### config.mk
export PLATFORM = sky130hd
export DESIGN_NAME = data_counter_bank
export DESIGN_NICKNAME = d
export VERILOG_FILES = /design/src/rtl/data_counter_bank.sv
export SDC_FILE = /design/constraint.sdc
export NUM_CORES = 1
export LEC_CHECK = 0
export BUFFER_PORTS_ARGS = -buffer_cell sky130_fd_sc_hd__buf_2
export CORE_AREA = 3 3 81 83
export DETAILED_ROUTE_END_ITERATION = 12
export DIE_AREA = 0 0 84 86
export PLACE_DENSITY = 0.79
export SYNTH_ARGS = -nofsm -noshare
export SYNTH_HDL_FRONTEND = slang
export SYNTH_SLANG_ARGS = --single-unit
### constraint.sdc
create_clock -name Clock -period 2.9 [get_ports Clock]
set_input_delay 0.87 -clock Clock [delete_from_list [all_inputs] [get_ports Clock]]
set_output_delay 0.87 -clock Clock [all_outputs]
set_load 0.03 [all_outputs]
### src/rtl/data_counter_bank.sv
// Bank of up/down counters that share one set of panel buttons. Supports unsigned,
// sign-magnitude and two's-complement encodings, a runtime step, saturate/wrap and auto-repeat.
module data_counter_bank #(
  parameter int    Size        = 5,
  parameter int    Channels    = 4,
  parameter string Mode        = "Unsigned",
  parameter string Wrap        = "No",
  parameter int    StepWidth   = 3,
  parameter int    RepeatDelay = 8,
  parameter int    RepeatRate  = 4,
  localparam int   SelWidth    = (Channels > 1) ? $clog2(Channels) : 1
) (
  input  logic                     Clock,
  input  logic                     Reset,
  input  logic [SelWidth-1:0]      Sel,
  input  logic                     Up,
  input  logic                     Down,
  input  logic                     Sign,
  input  logic                     Load,
  input  logic [Size-1:0]          LoadValue,
  input  logic [StepWidth-1:0]     Step,
  output logic [Size-1:0]          Data,
  output logic                     SignBit,
  output logic                     AtMax,
  output logic                     AtMin,
  output logic [Channels*Size-1:0] AllData
);

  localparam bit IsSignMag  = (Mode == "SignMag");
  localparam bit IsTwos     = (Mode == "TwosComp");
  localparam bit IsUnsigned = !IsSignMag && !IsTwos;
  localparam bit DoWrap     = (Wrap == "Yes") && !IsSignMag;
  localparam int W          = Size + StepWidth + 1;
  localparam int MaxRep     = (RepeatDelay > RepeatRate) ? RepeatDelay : RepeatRate;
  localparam int CntWidth   = $clog2(MaxRep + 1);

  localparam logic signed [W-1:0] MaxVal = IsUnsigned ? W'((2**Size) - 1) : W'((2**(Size-1)) - 1);
  localparam logic signed [W-1:0] MinVal = IsUnsigned ? '0 :
                                           (IsSignMag ? W'(-((2**(Size-1)) - 1)) : W'(-(2**(Size-1))));

  // 1 followed by zeros: two's-complement minimum, and the sign-magnitude "-0" pattern.
  localparam logic [Size-1:0] TopBit  = {1'b1, {(Size-1){1'b0}}};
  localparam logic [Size-1:0] MaxCode = IsUnsigned ? '1 : ~TopBit;
  localparam logic [Size-1:0] MinCode = IsUnsigned ? '0 : (IsSignMag ? '1 : TopBit);

  typedef enum logic [1:0] {IDLE, DELAY, REPEAT} state_t;

  function automatic logic signed [W-1:0] decode(input logic [Size-1:0] raw);
    logic signed [W-1:0] mag;
    mag = signed'(W'(raw[Size-2:0]));
    if (IsSignMag) return raw[Size-1] ? -mag : mag;
    if (IsTwos) return W'(signed'(raw));
    return signed'(W'(raw));
  endfunction

  function automatic logic [Size-1:0] encode(input logic signed [W-1:0] v);
    logic signed [W-1:0] mag;
    mag = (v < 0) ? -v : v;
    if (IsSignMag) return {v[W-1], mag[Size-2:0]};
    return v[Size-1:0];
  endfunction

  function automatic logic [Size-1:0] apply_step(input logic [Size-1:0] raw,
                                                 input logic down,
                                                 input logic [StepWidth-1:0] step);
    logic signed [W-1:0] v;
    logic signed [W-1:0] s;
    logic signed [W-1:0] r;
    v = decode(raw);
    s = signed'(W'(step));
    r = down ? v - s : v + s;
    if (!DoWrap) begin
      if (r > MaxVal) r = MaxVal;
      else if (r < MinVal) r = MinVal;
    end
    return encode(r);
  endfunction

  function automatic logic [Size-1:0] negate(input logic [Size-1:0] raw);
    if (IsSignMag) return (raw[Size-2:0] == '0) ? raw : {~raw[Size-1], raw[Size-2:0]};
    if (IsTwos) return (raw == TopBit) ? ~TopBit : -raw;
    return raw;
  endfunction

  state_t              state_reg, state_next;
  logic [CntWidth-1:0] cnt_reg, cnt_next;
  logic                dir_reg, dir_next;
  logic [SelWidth-1:0] sel_reg, sel_next;
  logic                up_armed_reg, down_armed_reg, sign_armed_reg;
  logic [Size-1:0]     count_reg [Channels];
  logic [Size-1:0]     count_next [Channels];

  logic                up_edge, down_edge, sign_act, fire;
  logic                active_btn, other_btn;
  logic [CntWidth-1:0] limit;
  logic [Size-1:0]     load_norm;
  logic [Size-1:0]     data_sel;
  logic                sel_hit;

  // Armed registers remember "button was low last cycle"; they clear on reset so a
  // button held through reset needs a fresh press.
  assign up_edge    = Up & up_armed_reg;
  assign down_edge  = Down & down_armed_reg;
  assign sign_act   = Sign & sign_armed_reg & !IsUnsigned;
  assign active_btn = dir_reg ? Down : Up;
  assign other_btn  = dir_reg ? Up : Down;
  assign limit      = (state_reg == DELAY) ? CntWidth'(RepeatDelay - 1) : CntWidth'(RepeatRate - 1);
  assign load_norm  = (IsSignMag && LoadValue == TopBit) ? '0 : LoadValue;

  always_comb begin
    state_next = state_reg;
    cnt_next   = cnt_reg;
    dir_next   = dir_reg;
    sel_next   = sel_reg;
    fire       = 1'b0;
    case (state_reg)
      IDLE: begin
        if (up_edge || (down_edge && !Up)) begin
          fire       = 1'b1;
          dir_next   = !up_edge;
          sel_next   = Sel;
          cnt_next   = '0;
          state_next = DELAY;
        end
      end
      DELAY, REPEAT: begin
        if (!active_btn || other_btn || Sel != sel_reg) begin
          state_next = IDLE;
        end else if (cnt_reg == limit) begin
          fire       = 1'b1;
          cnt_next   = '0;
          state_next = REPEAT;
        end else begin
          cnt_next = cnt_reg + 1'b1;
        end
      end
      default: state_next = IDLE;
    endcase
    if (Load) state_next = IDLE;
  end

  generate
    for (genvar gi = 0; gi < Channels; gi++) begin : g_chan
      logic hit;
      assign hit = (Sel == SelWidth'(gi));
      assign count_next[gi] = !hit     ? count_reg[gi] :
                              Load     ? load_norm :
                              sign_act ? negate(count_reg[gi]) :
                              fire     ? apply_step(count_reg[gi], dir_next, Step) :
                                         count_reg[gi];
      assign AllData[gi*Size +: Size] = count_reg[gi];
    end
  endgenerate

  always_ff @(posedge Clock) begin
    if (!Reset) begin
      state_reg      <= IDLE;
      cnt_reg        <= '0;
      dir_reg        <= 1'b0;
      sel_reg        <= '0;
      up_armed_reg   <= 1'b0;
      down_armed_reg <= 1'b0;
      sign_armed_reg <= 1'b0;
      count_reg      <= '{default: '0};
    end else begin
      state_reg      <= state_next;
      cnt_reg        <= cnt_next;
      dir_reg        <= dir_next;
      sel_reg        <= sel_next;
      up_armed_reg   <= ~Up;
      down_armed_reg <= ~Down;
      sign_armed_reg <= ~Sign;
      count_reg      <= count_next;
    end
  end

  // Out-of-range selects read as zero with both bound flags low.
  always_comb begin
    data_sel = '0;
    sel_hit  = 1'b0;
    for (int i = 0; i < Channels; i++) begin
      if (Sel == SelWidth'(i)) begin
        data_sel = count_reg[i];
        sel_hit  = 1'b1;
      end
    end
  end

  assign Data    = data_sel;
  assign SignBit = !IsUnsigned && data_sel[Size-1];
  assign AtMax   = sel_hit && (data_sel == MaxCode);
  assign AtMin   = sel_hit && (data_sel == MinCode);

endmodule
==> flow_metrics.tcl, run 1 <==
set metrics [dict create \
    io_buffers 41 \
    async_flop_share_pct 0 \
    drtIter0Drc 245 \
    cp_max_fo 4 \
    ios 44 \
    final_cell_mix "buf_2 (38), dfxtp_1 (31), nand2_1 (30)" \
    drc 0 \
    ys_top_cells_by_area "dfxtp_1 (20%), ha_1 (12%), fa_1 (5.2%)" \
    met2_usage_pct 43.7 \
    use_met3_pct 3.75 \
    num_vias 3223 \
    outcome "complete, but fails checks" \
    cts_buffers 5 \
    ys_warn_count 0 \
    syn_area_um2 3080 \
    antennaDiodeCount 0 \
    p_leak_uw 0.00158 \
    critPathKind "primary input to output pin" \
    gp_congestion 0.946 \
    drv_slew 0 \
    syn_to_final_growth_pct 17.4 \
    clock_latency_ns 0.28 \
    tightestPinTransition_ns 0.706 \
    grt_pass1_wl_um 14700 \
    critPathLaunch "Sel[1]" \
    dieWidth_um 84 \
    synthesis.instances 374 \
    final.setup.tns_ns -0.242 \
    grt_overflow 0 \
    r2r-end "AllData[2]" \
    start_util_pct 52.1 \
    dieArea_um2 7220 \
    synth_top_area_cell "dfxtp_1" \
    dr.pass1.iters 5 \
    avgRoutedWirePerCell_um 17.9 \
    finalHoldViolCount 0 \
    maxSlewHeadroom_pct 52.8 \
    finalWorstSetupSlack_ns -0.231 \
    worstPathArrival_ns 2.26 \
    cts_hold_buf 0 \
    largest_reg_flops 20 \
    syn-num-nets 427 \
    finalSetupViolations 2 \
    cts_max_path_buffers 2 \
    period_share_pct 108 \
    finClkSkew_ns 0.00754 \
    synth.distinct_cells 72 \
    h-tree-depth 2 \
    antenna_found_initial 0 \
    coreArea_um2 5920 \
    ys_ff_latch 31 \
    final_nets 484 \
    fmax_mhz 319 \
    failed_checks "setup timing" \
    grt_pass1_vias 3038 \
    stdcell_area_um2 3620 \
    ant_nets 0 \
    rr_startpoint "state_reg[0]" \
    cp-end-kind "output pin" \
    synth.top_cell.area_share_pct 20.1 \
    num-fill-cells 517 \
    fin_cells 505 \
    pre_cts_ws_ns -0.401 \
    placed_cells 498 \
    drive_above_1_share_pct 22.6 \
    clkSinkCount 31 \
    vias_per_cell 6.38 \
    rsz0062_at_grt "true" \
    crit_end "AtMin" \
    post-route-min-period_ns 3.13 \
    final_common_cell "buf_2" \
    rrSetupSlack_ns 0.44 \
    yosysSeqAreaShare_pct 20.1 \
    synth_edf_count 0 \
    rr_worst_depth 8 \
    final_util_pct 61.2 \
    synth_ff_type "dfxtp_1" \
    cts_tree "built" \
    worstPathRequired_ns 2.03 \
    syn_avg_cell_area_um2 8.25 \
    drv_cap 0 \
    num_rows 28 \
    crit_path_start_kind "primary input" \
    grt_start_max_net_pins 26 \
    dp_hpwl_um 6970 \
    root_buffer "clkbuf_8" \
    drt_wl_total_um 9030 \
    top_usage_layer "met2" \
    place_area_um2 3520 \
    p_per_area_nw_per_um2 360 \
    grt_use_met1_pct 31.4 \
    clk_pin_slew_ns 0.06 \
    die_y_um 86 \
    hold_class "register to register" \
    gr-usage-all-layers_pct 25.3 \
    ir_drop_uv 164 \
]
worst min-delay path by stage:
stage,depth (start not counted),to,from
after floorplan,2,cnt_reg[1],cnt_reg[1]
after global placement,2,cnt_reg[1],cnt_reg[1]
after detailed placement,2,cnt_reg[1],cnt_reg[1]
after CTS,2,cnt_reg[1],cnt_reg[1]
after global routing,2,cnt_reg[1],cnt_reg[1]
final,2,cnt_reg[1],cnt_reg[1]
power by group:
part	total (µW)	switching, µW	internal (µW)
logic	516	310	206
registers	474	25.8	448
clock network	312	153	160
total	1300	488	814
timing repair:
action | 4_1_cts | 5_1_grt
buffers inserted | 0 | 1
pin swaps | 2 | 1
gates resized for setup | 8 | 0
endpoints found under the setup margin | 1 | 1
per-layer routing:
metal / wire, µm / up-vias
li1: - / 1512
met1: 3610 / 1515
met2: 4420 / 167
met3: 716 / 29
met4: 286 / 0
met5: 0 / -
cells in the mapped netlist, types with 3 or more instances:
cell type	n
xor2_1	3
a311oi_1	3
fa_1	8
a21oi_1	18
nor2_1	27
nand2b_1	8
o32ai_1	3
nand2_1	30
inv_1	24
a211oi_1	7
a31oi_1	7
and3_1	5
or4_1	3
nand4_1	4
mux2i_1	5
mux4_2	6
xnor2_1	5
a41oi_1	3
clkbuf_1	11
nand3_1	19
nor2b_1	10
o21ai_0	16
ha_1	29
buf_2	5
a32oi_1	3
o21a_1	4
o211ai_1	6
nor3_1	14
dfxtp_1	31
o31ai_1	5
critical path: stages:
cell	delay (ns)
buf_8	0.09
mux4_2	0.50
or4_4	0.56
nor2_4	0.10
buf_6	0.13
metrics by stage:
stage	hold WS, ns	total power (µW)
after floorplan	0.449	830
after global placement	0.464	969
after detailed placement	0.479	984
after CTS	0.488	1300
after global routing	0.528	1380
final	0.489	1300
final cells by class:
class                           count  area (µm²)  share of cell area, %
Multi-Input combinational cell    298        2280                   63.0
Sequential cell                    31         621                   17.1
Clock buffer                        6        72.6                   2.00
Timing Repair Buffer               69         454                   12.5
Inverter                           26        97.6                   2.69
Tap cell                           75        93.8                   2.59
logic make-up (layout without fill, tap and decap cells):
| logic type | after synthesis | in the layout | synth area share, % |
|---|---|---|---|
| muxes | 11 | 11 | 6.00 |
| and+or+nand+nor | 133 | 133 | 22.0 |
| DFF | 31 | 31 | 20.1 |
| other | 1 | 1 | 0.122 |
| AOI/OAI and AO/OA | 108 | 108 | 26.2 |
| adders and majority gates | 37 | 37 | 17.0 |
| buffers and inverters | 45 | 101 | 6.29 |
| xor gates and xnor gates | 8 | 8 | 2.27 |
(Power assumes the default switching activity.)
==> run 2: changes to the inputs <==
--- a/config.mk
+++ b/config.mk
@@ -5,10 +5,11 @@
 export SDC_FILE = /design/constraint.sdc
 export NUM_CORES = 1
 export LEC_CHECK = 0
+export ABC_AREA = 1
 export BUFFER_PORTS_ARGS = -buffer_cell sky130_fd_sc_hd__buf_2
-export CORE_AREA = 3 3 81 83
+export CORE_AREA = 3 3 84 86
 export DETAILED_ROUTE_END_ITERATION = 12
-export DIE_AREA = 0 0 84 86
+export DIE_AREA = 0 0 87 89
 export PLACE_DENSITY = 0.79
 export SYNTH_ARGS = -nofsm -noshare
 export SYNTH_HDL_FRONTEND = slang
==> run 2 against run 1 <==
  * The run now ends clean
  * Count of clock-buffer cells in the layout up 2
  * Global-route usage rose by 1.5 points
  * Clock power increased by 24%
  * Setup slack gained 0.30 ns
  * First-iteration DRC count is 16% higher
  * Sequential share of layout area decreased by 1.7 points
  * Synthesized cell count rose by 59%
  * Flip-flop and latch count is the same
  * Via count rose by 21%
  * Critical path depth increased by 4
  * Critical path type unchanged
  * Largest power group unchanged
==> flow_metrics.tcl, run 2 <==
set metrics [dict create \
    root_buffer "clkbuf_8" \
    dp_hpwl_um 7670 \
    ys_warn_count 0 \
    ys_ff_latch 31 \
    cts_max_path_buffers 2 \
    num_vias 3884 \
    fin_cells 728 \
    worst_path_largest_cell_delay_ns 0.26 \
    cts_tree "built" \
    synth_ff_type "dfxtp_1" \
    vias_per_cell 5.34 \
    finalSetupViolations 0 \
    finClkSkew_ns 0.00692 \
    final_common_cell "nand2_1" \
    cts_buffers 5 \
    p_per_area_nw_per_um2 386 \
    clock_latency_ns 0.29 \
    antennaDiodeCount 0 \
    grt_start_max_net_pins 26 \
    grt_pass1_wl_um 16400 \
    io_buffers 41 \
    yosysSeqAreaShare_pct 18.3 \
    drive_above_1_share_pct 14.3 \
    synthesis.instances 596 \
    drv_slew 0 \
    placed_cells 720 \
    synth.most_common_cell "nand2_1" \
    drtIter0Drc 283 \
    crit_path_frequent_cell "buf_6" \
    synth_top_family_by_area "simple AND/OR/NAND/NOR gates" \
    dr.pass1.iters 5 \
    p_sw_uw 647 \
    gp_congestion 0.891 \
    worst_hold_slack_ns 0.475 \
    drv_cap 0 \
    p_clk_share_pct 24.8 \
    finalHoldViolCount 0 \
    synth-simple-area-share_pct 45.7 \
    finalWorstSetupSlack_ns 0.0711 \
    p_leak_uw 0.00231 \
    synth_compound_area_share_pct 8.14 \
    synth_top_area_cell "nand2_1" \
    clk_pin_slew_ns 0.06 \
    syn_avg_cell_area_um2 5.70 \
    synth.distinct_cells 30 \
    hold_class "register to register" \
    stdcell_area_um2 4030 \
    synth.top_cell.area_share_pct 24.2 \
    ios 44 \
    crit_path_start_kind "primary input" \
    p_seq_share_pct 31.6 \
    dieWidth_um 87 \
    gr-usage-all-layers_pct 26.8 \
    avgRoutedWirePerCell_um 13.6 \
    final_cell_mix "nand2_1 (215), nor2_1 (78), inv_1 (77)" \
    grt_overflow 0 \
    regArea_um2 621 \
    critPathKind "primary input to output pin" \
    syn-num-nets 649 \
    fmax_mhz 353 \
    multiInputGateArea_um2 2520 \
    coreArea_um2 6350 \
    largest_reg_flops 20 \
    syn_area_um2 3400 \
    synth_common_cells "nand2_1 (219), nor2_1 (81), inv_1 (79), nand3_1 (62), dfxtp_1 (31)" \
    async_flop_share_pct 0 \
    final_nets 703 \
    ant_nets 0 \
    synth_mux_area_share_pct 0 \
    power_switching_share_pct 41.6 \
    grt_pass1_vias 3559 \
    cp_slowest_cell "nor4_4" \
    num-fill-cells 610 \
    synth-adder-area-share_pct 15.4 \
    pre_cts_ws_ns -0.112 \
    drt_wl_total_um 9940 \
    drc 0 \
    start_util_pct 53.5 \
    post-route-min-period_ns 2.83 \
    worstPathRequired_ns 2.03 \
    place_area_um2 3850 \
    num_rows 29 \
    antenna_found_initial 0 \
    clkSinkCount 31 \
    worstPathArrival_ns 1.96 \
    syn_to_final_growth_pct 18.6 \
    die_y_um 89 \
    synth_xor_area_share_pct 1.29 \
    period_share_pct 97.5 \
    cp_max_fo 5 \
    outcome "completed" \
    ir_drop_uv 269 \
    synth_edf_count 0 \
    cts_hold_buf 0 \
    pwr-share-comb_pct 43.6 \
    post_cts_buffers 0 \
    h-tree-depth 2 \
    crit_path_cell_trace "buf_8 -> inv_4 -> nand2_4 -> o22ai_4 -> a21oi_2 -> nand2_2 -> buf_6 -> nor4_4 -> buf_6" \
    ys_top_cells_by_area "nand2_1 (24%), dfxtp_1 (18%), ha_1 (11%)" \
    cp-end-kind "output pin" \
    intPower_uw 907 \
    dieArea_um2 7740 \
]
-- run 2: cell types whose count changed after synthesis, sizes merged, moves of 9 or more --
cell | before | now
nor2 | 28 | 81
a21oi | 18 | 27
nand2 | 30 | 224
nor2b | 10 | 0
nand3 | 19 | 63
inv | 25 | 80
nor3 | 14 | 1
-- run 2: cell type report --
type | count | area share [%]
tap | 77 | 2.39
inverter | 80 | 7.52
timing repair buffer | 60 | 9.66
multi-input combinational | 472 | 62.5
clock buffer | 8 | 2.49
sequential | 31 | 15.4
-- run 2: critical path: cells and delay by family --
family / cells / cell delay (ns)
simple gates: 3 / 0.45
compound gates: 2 / 0.19
buf+inv: 4 / 0.44
-- run 2: repair_timing --
action	in CTS	in global routing
pin swaps	0	4
endpoints found under the setup margin	2	2
gates resized for setup	8	15
-- run 2: routing by layer --
layer | vias up | GRT usage [%] | routed length (µm)
li1 | 1968 | - | -
met5 | - | 0 | 0
met2 | 138 | 45.1 | 4750
met1 | 1753 | 33.9 | 4210
met4 | 0 | 10.2 | 271
met3 | 25 | 5.25 | 707
-- run 2: kinds of logic (layout without fill, tap and decap cells) --
logic type	count (synthesis)	in the layout
buf+inv	93	148
flops	31	31
other cells	1	1
fa+ha+maj	37	37
xor+xnor	5	5
compound gates	51	51
simple gates	378	378
-- run 2: path summary, 6_finish.rpt --
kind / from / end / slack (ns) / depth (start not counted)
setup / recovery: Sel[1] / AtMin / 0.07 / 9
hold / removal: sel_reg[1] / sel_reg[1] / 0.47 / 2
setup reg to reg: state_reg[0] / AllData[17] / 0.79 / 12
hold reg to reg: sel_reg[1] / sel_reg[1] / 0.47 / 2
-- run 2: power by group through the flow --
stage	Combinational [µW]	Clock, µW	Sequential [µW]
3_3_place_gp	638	0	498
2_1_floorplan	452	0	527
4_1_cts	665	392	491
6_report	677	386	492
5_1_grt	764	415	496
3_5_place_dp	654	0	500
-- run 2: per-stage QoR --
stage               power, µW  TNS [ns]  utilization, %
finish                   1550         0            63.4
global route             1670   -0.0106            63.4
CTS                      1550  -0.00793            62.6
detailed placement       1150    -0.214            60.6
global placement         1140    -0.148            60.6
floorplan                 978   -0.0288               -
